$ cat src/rtl/ub_dequant_reader_if.sv
// Stream bundle for ub_dequant_reader: run control, unified-buffer read port and dequantized output stream.
// The slave side is the reader itself; the master side is whoever drives runs, backs the UB and consumes results.
interface ub_dequant_reader_if #(
  parameter int ADDR_W = 8
);
  logic              start;
  logic [ADDR_W-1:0] base_addr;
  logic [ADDR_W:0]   length;
  logic [15:0]       dq_scale;
  logic [7:0]        dq_zero_point;
  logic              busy;
  logic              done;
  logic              ub_rd_en;
  logic [ADDR_W-1:0] ub_rd_addr;
  logic [7:0]        ub_rd_data;
  logic              out_valid;
  logic              out_ready;
  logic [31:0]       out_data;
  logic              out_last;

  modport master (
    output start, base_addr, length, dq_scale, dq_zero_point, ub_rd_data, out_ready,
    input  busy, done, ub_rd_en, ub_rd_addr, out_valid, out_data, out_last
  );

  modport slave (
    input  start, base_addr, length, dq_scale, dq_zero_point, ub_rd_data, out_ready,
    output busy, done, ub_rd_en, ub_rd_addr, out_valid, out_data, out_last
  );
endinterface

$ cat src/rtl/ub_dequant_reader.sv
// Streams int8 words out of the unified buffer, dequantizes them as round((q - zp) * S) with S in Q8.8,
// and hands them downstream through a credit-protected output FIFO.
module ub_dequant_reader #(
  parameter int ADDR_W     = 8,
  parameter int FIFO_DEPTH = 8
) (
  input logic               clk,
  input logic               reset_n,
  ub_dequant_reader_if.slave io_bus
);
  localparam int PW = $clog2(FIFO_DEPTH);
  localparam int CW = PW + 1;
  localparam logic [ADDR_W:0]   LEN_ONE  = 1;
  localparam logic [ADDR_W-1:0] ADDR_ONE = 1;
  localparam logic [PW-1:0]     PTR_ONE  = 1;

  typedef enum logic [1:0] {IDLE, RUN, DRAIN, DONE} state_t;

  state_t              r_state;
  logic                r_busy;
  logic                r_done;
  logic                r_rdEn;
  logic [ADDR_W-1:0]   r_rdAddr;
  logic [ADDR_W-1:0]   r_nextAddr;
  logic [ADDR_W:0]     r_len;
  logic [ADDR_W:0]     r_issued;
  logic [ADDR_W:0]     r_popped;
  logic signed [15:0]  r_scale;
  logic signed [7:0]   r_zp;
  logic [CW-1:0]       r_credit;

  logic                r_v0;
  logic                r_v1;
  logic                r_v2;
  logic signed [8:0]   r_d;
  logic signed [24:0]  r_p;
  logic [31:0]         r_mem [FIFO_DEPTH];
  logic [PW-1:0]       r_wPtr;
  logic [PW-1:0]       r_rPtr;
  logic [CW-1:0]       r_count;

  logic                w_outValid;
  logic                w_pop;
  logic                w_lastHead;
  logic [CW-1:0]       w_creditAfterPop;
  logic                w_canIssue;
  logic signed [8:0]   w_d;
  logic signed [24:0]  w_dExt;
  logic signed [24:0]  w_sExt;
  logic signed [24:0]  w_sum;
  logic signed [24:0]  w_shift;
  logic [31:0]         w_result;

  assign w_outValid       = (r_count != '0);
  assign w_pop            = w_outValid && io_bus.out_ready;
  assign w_lastHead       = (r_popped == r_len - LEN_ONE);
  // A credit is held from issue until the word leaves the FIFO, so every read owns a slot.
  assign w_creditAfterPop = r_credit - CW'(w_pop);
  assign w_canIssue       = (r_state == RUN) && (w_creditAfterPop < CW'(FIFO_DEPTH));

  assign w_d      = {io_bus.ub_rd_data[7], io_bus.ub_rd_data} - {r_zp[7], r_zp};
  assign w_dExt   = {{16{r_d[8]}}, r_d};
  assign w_sExt   = {{9{r_scale[15]}}, r_scale};
  assign w_sum    = r_p + 25'sd128;
  assign w_shift  = w_sum >>> 8;
  assign w_result = {{7{w_shift[24]}}, w_shift};

  assign io_bus.busy       = r_busy;
  assign io_bus.done       = r_done;
  assign io_bus.ub_rd_en   = r_rdEn;
  assign io_bus.ub_rd_addr = r_rdAddr;
  assign io_bus.out_valid  = w_outValid;
  assign io_bus.out_data   = w_outValid ? r_mem[r_rPtr] : 32'd0;
  assign io_bus.out_last   = w_outValid && w_lastHead;

  always_ff @(posedge clk) begin
    if (!reset_n) begin
      r_state    <= IDLE;
      r_busy     <= 1'b0;
      r_done     <= 1'b0;
      r_rdEn     <= 1'b0;
      r_rdAddr   <= '0;
      r_nextAddr <= '0;
      r_len      <= '0;
      r_issued   <= '0;
      r_popped   <= '0;
      r_scale    <= '0;
      r_zp       <= '0;
      r_credit   <= '0;
    end else begin
      r_done   <= 1'b0;
      r_rdEn   <= 1'b0;
      r_credit <= r_credit + CW'(w_canIssue) - CW'(w_pop);
      if (w_pop) begin
        r_popped <= r_popped + LEN_ONE;
      end
      case (r_state)
        IDLE: begin
          if (io_bus.start) begin
            r_len      <= io_bus.length;
            r_nextAddr <= io_bus.base_addr;
            r_scale    <= io_bus.dq_scale;
            r_zp       <= io_bus.dq_zero_point;
            r_issued   <= '0;
            r_popped   <= '0;
            r_busy     <= 1'b1;
            if (io_bus.length == '0) begin
              r_state <= DONE;
              r_done  <= 1'b1;
            end else begin
              r_state <= RUN;
            end
          end
        end
        RUN: begin
          if (w_canIssue) begin
            r_rdEn     <= 1'b1;
            r_rdAddr   <= r_nextAddr;
            r_nextAddr <= r_nextAddr + ADDR_ONE;
            r_issued   <= r_issued + LEN_ONE;
            if (r_issued == r_len - LEN_ONE) begin
              r_state <= DRAIN;
            end
          end
        end
        DRAIN: begin
          if (w_pop && w_lastHead) begin
            r_state <= DONE;
            r_done  <= 1'b1;
          end
        end
        DONE: begin
          r_state <= IDLE;
          r_busy  <= 1'b0;
        end
        default: r_state <= IDLE;
      endcase
    end
  end

  // Fixed-latency datapath: data arrives, subtract zp, multiply by S, round and push into the FIFO.
  always_ff @(posedge clk) begin
    if (!reset_n) begin
      r_v0    <= 1'b0;
      r_v1    <= 1'b0;
      r_v2    <= 1'b0;
      r_d     <= '0;
      r_p     <= '0;
      r_wPtr  <= '0;
      r_rPtr  <= '0;
      r_count <= '0;
    end else begin
      r_v0 <= r_rdEn;
      r_v1 <= r_v0;
      r_v2 <= r_v1;
      if (r_v0) begin
        r_d <= w_d;
      end
      if (r_v1) begin
        r_p <= w_dExt * w_sExt;
      end
      if (r_v2) begin
        r_mem[r_wPtr] <= w_result;
        r_wPtr        <= r_wPtr + PTR_ONE;
      end
      if (w_pop) begin
        r_rPtr <= r_rPtr + PTR_ONE;
      end
      r_count <= r_count + CW'(r_v2) - CW'(w_pop);
    end
  end
endmodule
$ cat src/flat_wrapper.sv
// flat-port wrapper written by rule: the top's interface ports become plain ports
module ub_dequant_reader_flat 
#(
  parameter int ADDR_W     = 8,
  parameter int FIFO_DEPTH = 8
)
  (clk, reset_n, io_bus_start, io_bus_base_addr, io_bus_length, io_bus_dq_scale, io_bus_dq_zero_point, io_bus_ub_rd_data, io_bus_out_ready, io_bus_busy, io_bus_done, io_bus_ub_rd_en, io_bus_ub_rd_addr, io_bus_out_valid, io_bus_out_data, io_bus_out_last);
  ub_dequant_reader_if #(.ADDR_W(ADDR_W)) io_bus_i ();
  input logic clk;
  input logic reset_n;
  input wire logic [$bits(io_bus_i.start)-1:0] io_bus_start;
  input wire logic [$bits(io_bus_i.base_addr)-1:0] io_bus_base_addr;
  input wire logic [$bits(io_bus_i.length)-1:0] io_bus_length;
  input wire logic [$bits(io_bus_i.dq_scale)-1:0] io_bus_dq_scale;
  input wire logic [$bits(io_bus_i.dq_zero_point)-1:0] io_bus_dq_zero_point;
  input wire logic [$bits(io_bus_i.ub_rd_data)-1:0] io_bus_ub_rd_data;
  input wire logic [$bits(io_bus_i.out_ready)-1:0] io_bus_out_ready;
  output wire logic [$bits(io_bus_i.busy)-1:0] io_bus_busy;
  output wire logic [$bits(io_bus_i.done)-1:0] io_bus_done;
  output wire logic [$bits(io_bus_i.ub_rd_en)-1:0] io_bus_ub_rd_en;
  output wire logic [$bits(io_bus_i.ub_rd_addr)-1:0] io_bus_ub_rd_addr;
  output wire logic [$bits(io_bus_i.out_valid)-1:0] io_bus_out_valid;
  output wire logic [$bits(io_bus_i.out_data)-1:0] io_bus_out_data;
  output wire logic [$bits(io_bus_i.out_last)-1:0] io_bus_out_last;
  assign io_bus_i.start = io_bus_start;
  assign io_bus_i.base_addr = io_bus_base_addr;
  assign io_bus_i.length = io_bus_length;
  assign io_bus_i.dq_scale = io_bus_dq_scale;
  assign io_bus_i.dq_zero_point = io_bus_dq_zero_point;
  assign io_bus_i.ub_rd_data = io_bus_ub_rd_data;
  assign io_bus_i.out_ready = io_bus_out_ready;
  assign io_bus_busy = io_bus_i.busy;
  assign io_bus_done = io_bus_i.done;
  assign io_bus_ub_rd_en = io_bus_i.ub_rd_en;
  assign io_bus_ub_rd_addr = io_bus_i.ub_rd_addr;
  assign io_bus_out_valid = io_bus_i.out_valid;
  assign io_bus_out_data = io_bus_i.out_data;
  assign io_bus_out_last = io_bus_i.out_last;
  ub_dequant_reader #(.ADDR_W(ADDR_W), .FIFO_DEPTH(FIFO_DEPTH)) u_core (.clk(clk), .reset_n(reset_n), .io_bus(io_bus_i));
endmodule
$ cat config.mk
export PLATFORM = sky130hd
export DESIGN_NAME = ub_dequant_reader_flat
export DESIGN_NICKNAME = d
export VERILOG_FILES = /design/src/rtl/ub_dequant_reader_if.sv /design/src/rtl/ub_dequant_reader.sv /design/src/flat_wrapper.sv
export SDC_FILE = /design/constraint.sdc
export NUM_CORES = 1
export LEC_CHECK = 0
export ABC_CLOCK_PERIOD_IN_PS = 5900
export CAP_MARGIN = 20
export CORE_MARGIN = 1.5
export CORE_UTILIZATION = 61
export DETAILED_ROUTE_END_ITERATION = 8
export PLACE_DENSITY = 0.8
export RECOVER_POWER = 100
export SLEW_MARGIN = 10
export SYNTH_ARGS = -nofsm -noshare
export SYNTH_HDL_FRONTEND = slang
export SYNTH_SLANG_ARGS = --single-unit
$ cat constraint.sdc
create_clock -name clk -period 5.9 [get_ports clk]
set_clock_uncertainty 0.2 [all_clocks]
set_input_delay 1.18 -clock clk [delete_from_list [all_inputs] [get_ports clk]]
set_output_delay 1.18 -clock clk [all_outputs]
set_load 0.03 [all_outputs]
==> out/qor.yml <==
status:
  status: "finished, violations left"
  violations: "max-capacitance violations, max-slew violations"
synth:
  avgSynthCellArea_um2: 10.7
  ys.warnings.count: 0
  syn-cell-area_mm2: 0.0160
  synth_top_area_share_pct: 25.5
  ys_ff_latch: 255
  yosysSeqAreaShare_pct: 40.3
  synth.top_cells.by_area: "edfxtp_1 25%, fa_1 15%, dfxtp_1 15%"
  ys.flop_type: "edfxtp_1"
  synth_edf_count: 136
  synthCells: 1503
  synth.distinct_cells: 70
  synth_largest_area_cell: "edfxtp_1"
  async_flop_share_pct: 0
  syn-num-nets: 1753
  synth_top_cells_by_count: "186 x nand2_1, 153 x inv_1, 136 x edfxtp_1"
  yosysMostFrequentCell: "nand2_1"
worst_setup_path:
  reg2reg_depth: 16
  crit_family: "adder cells"
  crit_fanout: 10
  path_cells: "clkbuf_1 > nand2_1 > fa_1 > inv_1 > fa_1 > fa_1 > fa_1 > ha_1 > ha_1 > a2111oi_1 > nand3_1 > o211ai_1 > a21boi_1 > o21ai_0 > nand3_1 > a32o_1"
  cpMostUsedCell: "fa_1"
  r2r-end: "u_core.r_p[21]$_SDFFE_PN0P_"
  r2r_setup_slack_ns: 0.34
  cp.arrival_ns: 5.79
  end_kind: "flop"
  critPathMaxStageDelay_ns: 0.55
  required_ns: 6.13
  crit_buf_inv: 2
  worstReg2RegStart: "u_core.r_d[0]$_SDFFE_PN0P_"
  worst_path_max_delay_cell: "fa_1"
  start_kind: "flop"
  crit_type: "flop to flop"
  cp.depth: 16
finish:
  nets: 1821
  synthToLayoutAreaGrowth_pct: 13.4
  fillers: 1915
  diodes: 0
  drive_above_1_share_pct: 6.66
  fin_area_mm2: 0.0182
placed_design:
  detailed_place_hpwl_mm: 24.5
  portBuffers: 97
  place_area_mm2: 0.0173
  place.gp.congestion: 0.894
sta:
  slew-limit-headroom_pct: -14.0
  tns_ns: 0
  grt_setup_unrepaired: "false"
  fin_crit_sh_pct: 94.2
  final-setup-viol-count: 0
  hold_viol_final: 0
  slew_violations: 80
  tightest_slew_ns: 1.71
  timing.fmax_ghz: 0.180
  period_minus_slack_ns: 5.56
min_path:
  min_to: "u_core.io_bus.ub_rd_addr[7]$_SDFFE_PN0P_"
  hold_depth: 2
  hold_start: "u_core.io_bus.ub_rd_addr[7]$_SDFFE_PN0P_"
  min_path_type: "flop to flop"
clock_network:
  post_cts_resized: 0
  clock_path_buffers: 3
  cts_root_buf: "clkbuf_16"
  cts_max_level: 1
  post-cts-setup-buffer-count: 0
  cts_hold_buf: 0
  cts_tree: "yes"
  path_clk_slew_ns: 0.06
  cts.sinks: 255
  insertion_delay_ns: 0.54
  tritoncts.num_buffers: 27
pwr:
  power_density_mw_per_mm2: 322
  leakage_uw: 0.00742
  ir_worst_vdd_mv: 0.379
drt:
  drt_pass1_iterations: 5
  wl_mm: 34.6
  vias: 10900
  routedWlPerCell_um: 17.9
  viasPerCell: 5.68
  drc: 0
  postRouteAntennaNets: 0
  drtIter0Drc: 749
global_route:
  grt_overflow: 0
  grt_pass1_wl_mm: 57.0
  grt_max_degree: 80
  grt_usage_pct: 26.8
  grt_pass1_vias: 11300
  antenna_found_initial: 0
die:
  die_area_mm2: 0.0273
  core_area_mm2: 0.0259
  start_util_pct: 61.9
  io_pins: 98
  die_w_um: 165
  die_y_um: 165
  rows: 59
job:
  drv_cap: 1
## cells in the final DEF (no fill, tap or decap), drive strengths merged, types with 5 or more instances in the layout
master           n
nand2          186
inv            154
edfxtp         136
fa             121
dfxtp          119
nor2           111
a21oi           78
ha              76
and2            64
clkbuf          52
clkdlybuf4s50   51
dlygate4sd3     46
xnor2           41
mux4            34
xor2            31
mux2i           31
nand3           29
o21ai           26
buf             17
nand2b          15
and3            15
nor3            15
nor2b           11
or3             10
nand4            9
o211ai           8
nand3b           7
a211oi           7
nor4             7
clkinv           7
o22ai            6
a21boi           6
a31oi            5
o21a             5
## power by group
part / internal, uW / switching, uW
combinational: 813 / 1120
sequential: 1960 / 159
clock: 1090 / 705
## per-layer routing
layer  vias up  part of all wire [%]  track usage, %
li1       5189                     -               -
met1      5365                    42            34.7
met2       326                    50            46.9
met3        67                   4.7            3.10
met4         0                   3.4            8.80
met5         -                     0               0
## how the worst max path moves through the flow
stage / to / slack (ns) / start
floorplan: u_core.r_p[17]$_SDFFE_PN0P_ / 0.43 / u_core.r_d[2]$_SDFFE_PN0P_
global placement: u_core.r_p[17]$_SDFFE_PN0P_ / 0.46 / u_core.r_d[2]$_SDFFE_PN0P_
detailed placement: u_core.r_p[21]$_SDFFE_PN0P_ / 0.28 / u_core.r_d[8]$_SDFFE_PN0P_
CTS: u_core.r_p[21]$_SDFFE_PN0P_ / 0.26 / u_core.r_d[8]$_SDFFE_PN0P_
global route: u_core.r_p[17]$_SDFFE_PN0P_ / 0.03 / u_core.r_d[3]$_SDFFE_PN0P_
finish: u_core.r_p[21]$_SDFFE_PN0P_ / 0.34 / u_core.r_d[0]$_SDFFE_PN0P_
## cells by family (layout without fill, tap and decap cells)
kind of cell / count (synthesis) / in the layout / synth area share [%]
XOR/XNOR: 75 / 75 / 4.36
multiplexers: 66 / 66 / 6.78
AND/OR/NAND/NOR: 490 / 490 / 14.4
buffers and inverters: 245 / 334 / 6.18
flip-flops: 255 / 255 / 40.3
AO/OA/AOI/OAI: 175 / 175 / 6.89
adder cells (fa/ha/maj): 197 / 197 / 21.0
## cell type report
type                       instances  area, um^2  area share [%]
clock buffer                      37         763            4.20
clock inverter                    13         195            1.07
inverter                         155         582            3.20
multi-input combinational       1003        8570            47.2
sequential                       255        6470            35.6
tap                              335         419            2.31
timing repair buffer             129        1180            6.47
## registers in the layout (all words and copies together), names as in the netlist, 4 cells and up, named ones only
register,flops
u_core.r_nextAddr,8
u_core.r_p,18
u_core.r_credit,4
u_core.r_scale,16
u_core.r_zp,8
u_core.r_d,9
u_core.io_bus.ub_rd_addr,8
u_core.r_len,9
u_core.r_count,4
u_core.r_popped,9
u_core.r_issued,9
u_core.r_mem,136
## stage by stage
stage / util (%) / std cells / total power, uW / hold slack, ns / worst slack [ns]
after floorplan: - / 1503 / 3600 / 0.236 / 0.428
after global placement: 66.6 / 1876 / 4100 / 0.244 / 0.463
after detailed placement: 66.6 / 1876 / 4150 / 0.247 / 0.284
after CTS: 70.3 / 1926 / 5960 / 0.255 / 0.260
after global routing: 70.1 / 1927 / 6160 / 0.273 / 0.0267
final: 70.1 / 1927 / 5850 / 0.251 / 0.342
## worst register-to-register path, stage by stage (launching register included)
cell and delay (ns):
dfxtp_1 0.52, clkbuf_1 0.39, nand2_1 0.13, fa_1 0.51
inv_1 0.05, fa_1 0.55, fa_1 0.45, fa_1 0.44
ha_1 0.29, ha_1 0.26, a2111oi_1 0.50, nand3_1 0.13
o211ai_1 0.28, a21boi_1 0.12, o21ai_0 0.28, nand3_1 0.11
a32o_1 0.25
Power figures use the tool's default switching activity.
